### src/rtl/btisa_decode_stage.sv
// BTISA decode stage: decodes ternary instructions at acceptance and queues
// the decoded entries for execute, with HALT/resume, flush and illegal counting.

package ternary_pkg;
   typedef logic [1:0] trit_t;
   localparam trit_t T_ZERO    = 2'b00;
   localparam trit_t T_POS_ONE = 2'b01;
   localparam trit_t T_NEG_ONE = 2'b10;
endpackage

package btisa_pkg;
   typedef struct packed {
      logic       reg_write;
      logic       mem_read;
      logic       mem_write;
      logic       branch;
      logic       jump;
      logic       alu_src;
      logic       halt;
      logic       ecall;
      logic       illegal;
      logic [1:0] branch_type;
      logic [2:0] alu_op;
   } ctrl_t;
endpackage

module btisa_decode_stage
   import ternary_pkg::*;
   import btisa_pkg::*;
#(
   parameter int unsigned REG_TRITS = 2,
   parameter int unsigned IMM_TRITS = 2,
   parameter int unsigned DEPTH     = 2,
   parameter int unsigned TAG_W     = 8
) (
   input  logic                                        clk,
   input  logic                                        rst,
   input  logic                                        in_valid,
   output logic                                        in_ready,
   input  logic [2*(3+2*REG_TRITS+IMM_TRITS)-1:0]      in_instr,
   input  logic [TAG_W-1:0]                            in_tag,
   output logic                                        out_valid,
   input  logic                                        out_ready,
   output logic [TAG_W-1:0]                            out_tag,
   output logic [5:0]                                  out_opcode,
   output logic [2*REG_TRITS-1:0]                      out_rd,
   output logic [2*REG_TRITS-1:0]                      out_rs1,
   output logic [2*IMM_TRITS-1:0]                      out_rs2_imm,
   output logic                                        out_reg_write,
   output logic                                        out_mem_read,
   output logic                                        out_mem_write,
   output logic                                        out_branch,
   output logic                                        out_jump,
   output logic                                        out_alu_src,
   output logic                                        out_halt,
   output logic                                        out_ecall,
   output logic                                        out_illegal,
   output logic [1:0]                                  out_branch_type,
   output logic [2:0]                                  out_alu_op,
   input  logic                                        flush,
   input  logic                                        resume,
   output logic                                        halted,
   output logic [$clog2(DEPTH+1)-1:0]                  count,
   output logic [7:0]                                  illegal_count
);

   localparam int unsigned INSTR_TRITS = 3 + 2*REG_TRITS + IMM_TRITS;
   localparam int unsigned INSTR_W     = 2*INSTR_TRITS;
   localparam int unsigned REG_W       = 2*REG_TRITS;
   localparam int unsigned IMM_W       = 2*IMM_TRITS;
   localparam int unsigned CNT_W       = $clog2(DEPTH+1);
   localparam int unsigned PTR_W       = (DEPTH > 1) ? $clog2(DEPTH) : 1;

   typedef enum logic {S_RUN, S_HALTED} state_t;

   state_t              state;
   ctrl_t               dec;
   logic [INSTR_TRITS-1:0] trit_bad;
   logic                bad_code;
   logic [5:0]          opcode;
   logic                push;
   logic                pop;
   logic [PTR_W-1:0]    rd_ptr;
   logic [PTR_W-1:0]    wr_ptr;
   logic [TAG_W-1:0]    tag_mem   [DEPTH];
   logic [INSTR_W-1:0]  instr_mem [DEPTH];
   ctrl_t               ctrl_mem  [DEPTH];
   logic [INSTR_W-1:0]  head_instr;
   ctrl_t               head_ctrl;

   // Flag any trit holding a code outside the three canonical values
   for (genvar g = 0; g < INSTR_TRITS; g++) begin : g_trit_chk
      assign trit_bad[g] = (in_instr[2*g+1:2*g] != T_ZERO) &&
                           (in_instr[2*g+1:2*g] != T_POS_ONE) &&
                           (in_instr[2*g+1:2*g] != T_NEG_ONE);
   end

   assign bad_code = |trit_bad;
   assign opcode   = in_instr[INSTR_W-1 -: 6];

   // Opcode decode; illegal encodings clear every other control
   always_comb begin
      dec = '0;
      case (opcode)
         {T_ZERO, T_ZERO, T_ZERO},
         {T_ZERO, T_POS_ONE, T_ZERO}:    begin dec.reg_write = 1'b1; dec.alu_src = 1'b1; dec.alu_op = 3'b000; end
         {T_ZERO, T_ZERO, T_POS_ONE}:    begin dec.reg_write = 1'b1; dec.alu_src = 1'b1; dec.alu_op = 3'b001; end
         {T_ZERO, T_ZERO, T_NEG_ONE}:    begin dec.reg_write = 1'b1; dec.alu_src = 1'b1; dec.alu_op = 3'b010; end
         {T_ZERO, T_POS_ONE, T_POS_ONE}: begin dec.reg_write = 1'b1; dec.alu_src = 1'b1; dec.alu_op = 3'b101; end
         {T_ZERO, T_POS_ONE, T_NEG_ONE}: begin dec.reg_write = 1'b1; dec.alu_src = 1'b1; dec.alu_op = 3'b110; end
         {T_POS_ONE, T_ZERO, T_ZERO}:    begin dec.reg_write = 1'b1; dec.alu_op = 3'b011; end
         {T_POS_ONE, T_ZERO, T_POS_ONE}: begin dec.reg_write = 1'b1; dec.alu_op = 3'b100; end
         {T_POS_ONE, T_ZERO, T_NEG_ONE}: begin dec.reg_write = 1'b1; dec.alu_op = 3'b000; end
         {T_POS_ONE, T_POS_ONE, T_ZERO},
         {T_POS_ONE, T_POS_ONE, T_POS_ONE},
         {T_POS_ONE, T_POS_ONE, T_NEG_ONE}: begin dec.reg_write = 1'b1; dec.alu_op = 3'b010; end
         {T_ZERO, T_NEG_ONE, T_ZERO}:    begin dec.branch = 1'b1; dec.branch_type = 2'b01; dec.alu_op = 3'b001; end
         {T_ZERO, T_NEG_ONE, T_POS_ONE}: begin dec.branch = 1'b1; dec.branch_type = 2'b10; dec.alu_op = 3'b001; end
         {T_ZERO, T_NEG_ONE, T_NEG_ONE}: begin dec.branch = 1'b1; dec.branch_type = 2'b11; dec.alu_op = 3'b001; end
         {T_POS_ONE, T_NEG_ONE, T_ZERO},
         {T_POS_ONE, T_NEG_ONE, T_POS_ONE}: begin dec.jump = 1'b1; dec.reg_write = 1'b1; dec.alu_src = 1'b1; end
         {T_POS_ONE, T_NEG_ONE, T_NEG_ONE}: begin dec.jump = 1'b1; dec.alu_src = 1'b1; end
         {T_NEG_ONE, T_ZERO, T_ZERO},
         {T_NEG_ONE, T_ZERO, T_NEG_ONE}: begin dec.reg_write = 1'b1; dec.mem_read = 1'b1; dec.alu_src = 1'b1; end
         {T_NEG_ONE, T_ZERO, T_POS_ONE},
         {T_NEG_ONE, T_POS_ONE, T_ZERO}: begin dec.mem_write = 1'b1; dec.alu_src = 1'b1; end
         {T_NEG_ONE, T_POS_ONE, T_POS_ONE}: begin dec.reg_write = 1'b1; dec.alu_src = 1'b1; end
         {T_NEG_ONE, T_NEG_ONE, T_POS_ONE}: dec.halt  = 1'b1;
         {T_NEG_ONE, T_NEG_ONE, T_NEG_ONE}: dec.ecall = 1'b1;
         {T_NEG_ONE, T_NEG_ONE, T_ZERO}:    dec      = '0;
         default:                           dec.illegal = 1'b1;
      endcase
      if (bad_code) begin
         dec         = '0;
         dec.illegal = 1'b1;
      end
   end

   function automatic logic [PTR_W-1:0] ptr_inc(input logic [PTR_W-1:0] p);
      return (p == PTR_W'(DEPTH-1)) ? '0 : p + PTR_W'(1);
   endfunction

   assign halted    = (state == S_HALTED);
   assign out_valid = (count != '0);
   assign in_ready  = !rst && !halted && !flush && ((count < CNT_W'(DEPTH)) || out_ready);
   assign push      = in_valid && in_ready;
   assign pop       = out_valid && out_ready && !flush;

   // Run/halt state: HALT acceptance wins over a same-cycle resume
   always_ff @(posedge clk) begin
      if (rst) begin
         state <= S_RUN;
      end else begin
         case (state)
            S_RUN:    if (push && dec.halt) state <= S_HALTED;
            S_HALTED: if (resume)           state <= S_RUN;
            default:                        state <= S_RUN;
         endcase
      end
   end

   // Queue pointers and occupancy; flush drops everything including a pop
   always_ff @(posedge clk) begin
      if (rst || flush) begin
         rd_ptr <= '0;
         wr_ptr <= '0;
         count  <= '0;
      end else begin
         if (push) wr_ptr <= ptr_inc(wr_ptr);
         if (pop)  rd_ptr <= ptr_inc(rd_ptr);
         case ({push, pop})
            2'b10:   count <= count + CNT_W'(1);
            2'b01:   count <= count - CNT_W'(1);
            default: count <= count;
         endcase
      end
   end

   // Entry storage, written with the decode result at acceptance
   always_ff @(posedge clk) begin
      if (push) begin
         tag_mem[wr_ptr]   <= in_tag;
         instr_mem[wr_ptr] <= in_instr;
         ctrl_mem[wr_ptr]  <= dec;
      end
   end

   // Saturating count of accepted illegal instructions
   always_ff @(posedge clk) begin
      if (rst) begin
         illegal_count <= '0;
      end else if (push && dec.illegal && (illegal_count != 8'hFF)) begin
         illegal_count <= illegal_count + 8'd1;
      end
   end

   assign head_instr = out_valid ? instr_mem[rd_ptr] : '0;
   assign head_ctrl  = out_valid ? ctrl_mem[rd_ptr]  : '0;
   assign out_tag    = out_valid ? tag_mem[rd_ptr]   : '0;

   assign out_opcode      = head_instr[INSTR_W-1 -: 6];
   assign out_rd          = head_instr[INSTR_W-7 -: REG_W];
   assign out_rs1         = head_instr[INSTR_W-7-REG_W -: REG_W];
   assign out_rs2_imm     = head_instr[IMM_W-1:0];
   assign out_reg_write   = head_ctrl.reg_write;
   assign out_mem_read    = head_ctrl.mem_read;
   assign out_mem_write   = head_ctrl.mem_write;
   assign out_branch      = head_ctrl.branch;
   assign out_jump        = head_ctrl.jump;
   assign out_alu_src     = head_ctrl.alu_src;
   assign out_halt        = head_ctrl.halt;
   assign out_ecall       = head_ctrl.ecall;
   assign out_illegal     = head_ctrl.illegal;
   assign out_branch_type = head_ctrl.branch_type;
   assign out_alu_op      = head_ctrl.alu_op;

endmodule

### config.mk
export PLATFORM = sky130hd
export DESIGN_NAME = btisa_decode_stage
export DESIGN_NICKNAME = d
export VERILOG_FILES = /design/src/rtl/btisa_decode_stage.sv
export SDC_FILE = /design/constraint.sdc
export NUM_CORES = 1
export LEC_CHECK = 0
export CAP_MARGIN = 20
export CELL_PAD_IN_SITES_DETAIL_PLACEMENT = 0
export CELL_PAD_IN_SITES_GLOBAL_PLACEMENT = 2
export CORE_MARGIN = 5
export CORE_UTILIZATION = 31
export CTS_CLUSTER_SIZE = 8
export DETAILED_ROUTE_END_ITERATION = 8
export GPL_TIMING_DRIVEN = 0
export PLACE_DENSITY_LB_ADDON = 0.12
export SKIP_CTS_REPAIR_TIMING = 1
export SLEW_MARGIN = 20
export SYNTH_ARGS = -nofsm -noshare
export SYNTH_HDL_FRONTEND = slang
export SYNTH_SLANG_ARGS = --single-unit
export TNS_END_PERCENT = 1
### constraint.sdc
create_clock -name clk -period 3.6 [get_ports clk]
set_input_delay 0.36 -clock clk [delete_from_list [all_inputs] [get_ports clk]]
set_output_delay 0.36 -clock clk [all_outputs]
set_load 0.05 [all_outputs]
==> impl_metrics.yaml <==
logic_synthesis:
  ys_top_cells_by_area: "edfxtp_1 60%, mux2i_1 11%, dfxtp_1 7.0%"
  ys_ff_latch: 94
  post-synth-top-count-cell: "edfxtp_1"
  synthTopCellsByCount: "80 x edfxtp_1, 62 x nor2_1, 43 x mux2i_1"
  async_reset_ff_share_pct: 0
  synth_edf_count: 80
  avgSynthCellArea_um2: 13.2
  synth_nets: 339
  ys.flop_type: "edfxtp_1"
  synth_top_family_by_area: "simple AND/OR/NAND/NOR gates"
  yosys_warnings: 0
  syn_inst: 305
  syn_area_mm2: 0.00403
  synthMuxAreaShare_pct: 11.5
  synthAdderAreaFrac_pct: 0.621
  synth_compound_area_share_pct: 4.22
  synth_xor_area_share_pct: 1.74
  synthSimpleGateAreaFrac_pct: 12.7
  synth_seq_area_share_pct: 66.5
  ys_types: 42
  synth_top_area_share_pct: 59.6
  yosys.area.top_type: "edfxtp_1"
placed_design:
  dp_hpwl_um: 6370
  dpl_cell_area_mm2: 0.00521
  numPortBuffers: 84
  gp_congestion: 0.713
  preCtsSetupSlack_ns: 0.712
clock_network:
  numCtsBuffers: 9
  clock_latency_ns: 0.34
  cts_max_level: 3
  cts.clk_slew.worst_paths_ns: 0.06
  cts-root-buf: "clkbuf_16"
  cts_sinks: 94
  cts_tree: "built"
  clockBufferDepth: 2
pwr:
  p_comb_share_pct: 7.8
  power.total_mw: 2.30
  cellInternalPower_mw: 1.80
  pwr-share-clk_pct: 40.2
  ir_drop_uv: 264
  power_frac_seq_pct: 52.1
  switching_share_pct: 21.6
  leakagePower_nw: 1.74
  p_sw_uw: 495
  cellPowerDensity_mw_per_mm2: 417
critical_path:
  r2r_slack_ns: 1.49
  required_ns: 3.24
  start_kind: "flop"
  critPathMaxFanout: 10
  cp_data_arrival_time_ns: 2.60
  setup.worst_path.end_class: "primary output"
  crit_type: "reg -> out"
floorplan:
  io_pins: 85
  core_area_mm2: 0.0127
  die_area_mm2: 0.0154
  rows: 41
  dieHeight_um: 124
  die_w_um: 124
  start_util_pct: 31.8
final_layout:
  fillCellCount: 1216
  insertedDiodeCount: 0
  final_layout_size_suffix_gt1_share_pct: 6.60
  finish.instance_area_mm2: 0.00550
  areaGrowthSynthToFinish_pct: 36.5
  fin_util_pct: 43.4
  finalNetCount: 438
sta:
  fin_ws_ns: 0.641
  worst_clock_skew_ns: 0.00460
  max_freq_mhz: 338
  finalHoldViolations: 0
  maxSlewHeadroom_pct: 48.1
  rsz0062_at_grt: "false"
  finalSetupViolations: 0
  tightest_slew_ns: 0.778
  period_minus_slack_ns: 2.96
  min_period_over_period_pct: 82.2
  slew_viol_final: 0
  worst_hold_slack_ns: 0.509
min_path:
  hold_class: "reg -> reg"
drt:
  wl_per_cell_um: 15.7
  drt_iter0_drc: 127
  dr_total_vias: 2672
  drc: 0
  drt_first_pass_iters: 4
  ant_nets: 0
  drt_wl_total_um: 9140
  vias_per_cell: 4.60
global_routing:
  grt_pass1_vias: 2703
  grt_usage_pct: 12.4
  grt_pass1_wl_um: 14200
  antenna_found_initial: 0
  grt_max_degree: 16
  grt.overflow.total: 0
outcome:
  status: "complete, no violations"
job:
  drv_cap: 0
[power by group through the flow]
stage / sequential [mW] / combinational, mW / clock [mW]
after global routing: 1.20 / 0.194 / 1.00
after detailed placement: 1.22 / 0.180 / 0
final: 1.20 / 0.178 / 0.923
after global placement: 1.22 / 0.171 / 0
after CTS: 1.20 / 0.181 / 0.954
after floorplan: 1.22 / 0.0881 / 0
[path summary, 6_finish.rpt]
kind,start,endpoint,depth (start not counted)
worst max register to register,count[1],tag_mem[1][5],5
worst min register to register,rd_ptr,flop,2
worst min-delay path,rd_ptr,flop,2
worst max-delay path,flop,out_reg_write,5
[critical path, cell delays in order, from the launching register on]
cell and delay, ns:
dfxtp_1 0.30, clkbuf_1 0.18, buf_1 0.61, mux2i_1 0.17
nor2_1 0.17, clkdlybuf4s50_1 0.83
[cells by family (layout without fill, tap and decap cells)]
kind of cell / Yosys count / after routing
AO/OA/AOI/OAI: 23 / 23
XOR/XNOR: 8 / 8
adder cells (fa/ha/maj): 2 / 2
buffers and inverters: 25 / 129
flip-flops: 94 / 94
multiplexers: 46 / 46
AND/OR/NAND/NOR: 107 / 107
[per-stage QoR]
step | setup TNS, ns | std cells
global route | 0 | 581
floorplan | 0 | 305
CTS | 0 | 581
global placement | -128.51 | 561
detailed placement | 0 | 565
finish | 0 | 581
[metal layers]
metal | global-route usage (%) | vias to the layer above | share of wire (%)
li1 | - | 1311 | -
met1 | 15.9 | 1294 | 45
met2 | 19.7 | 60 | 48
met3 | 4.22 | 7 | 5.8
met4 | 3.90 | 0 | 1.3
met5 | 0 | - | 0
[state kept, by name (all words and copies together) (netlist names), named ones only]
name,count
ctrl_mem,28
count,2
instr_mem,36
illegal_count,8
tag_mem,16
halted,1
rd_ptr,1
wr_ptr,1
[cell usage in the layout (no fill, tap or decap), types with 2 or more instances in the layout]
master,n
mux2i_1,43
dfxtp_1,14
buf_6,2
clkbuf_1,15
mux2_2,2
xnor2_1,5
or3_1,3
nor2_4,2
o21ai_0,2
a211oi_1,2
clkinv_2,3
nor2_1,60
nand2b_1,5
inv_1,5
a21o_1,2
nand4_1,3
and3_1,2
nor2b_1,4
and4_1,2
nor3_1,7
nand2_1,7
a22oi_1,3
nand3_1,3
clkbuf_16,9
buf_1,3
ha_1,2
buf_16,4
edfxtp_1,80
and4b_1,2
clkdlybuf4s50_1,84
xor2_1,3
a21oi_1,7
[cell type report]
type                       instances  area (µm²)  share of cell area, %
tap                              172         215                   3.91
buffer                            20        90.1                   1.64
clock buffer                       9         225                   4.09
multi-input combinational        186        1260                   22.8
inverter                           5        18.8                  0.341
clock inverter                     7        65.1                   1.18
sequential                        94        2680                   48.7
timing repair buffer              88         951                   17.3
(Power assumes the default switching activity.)
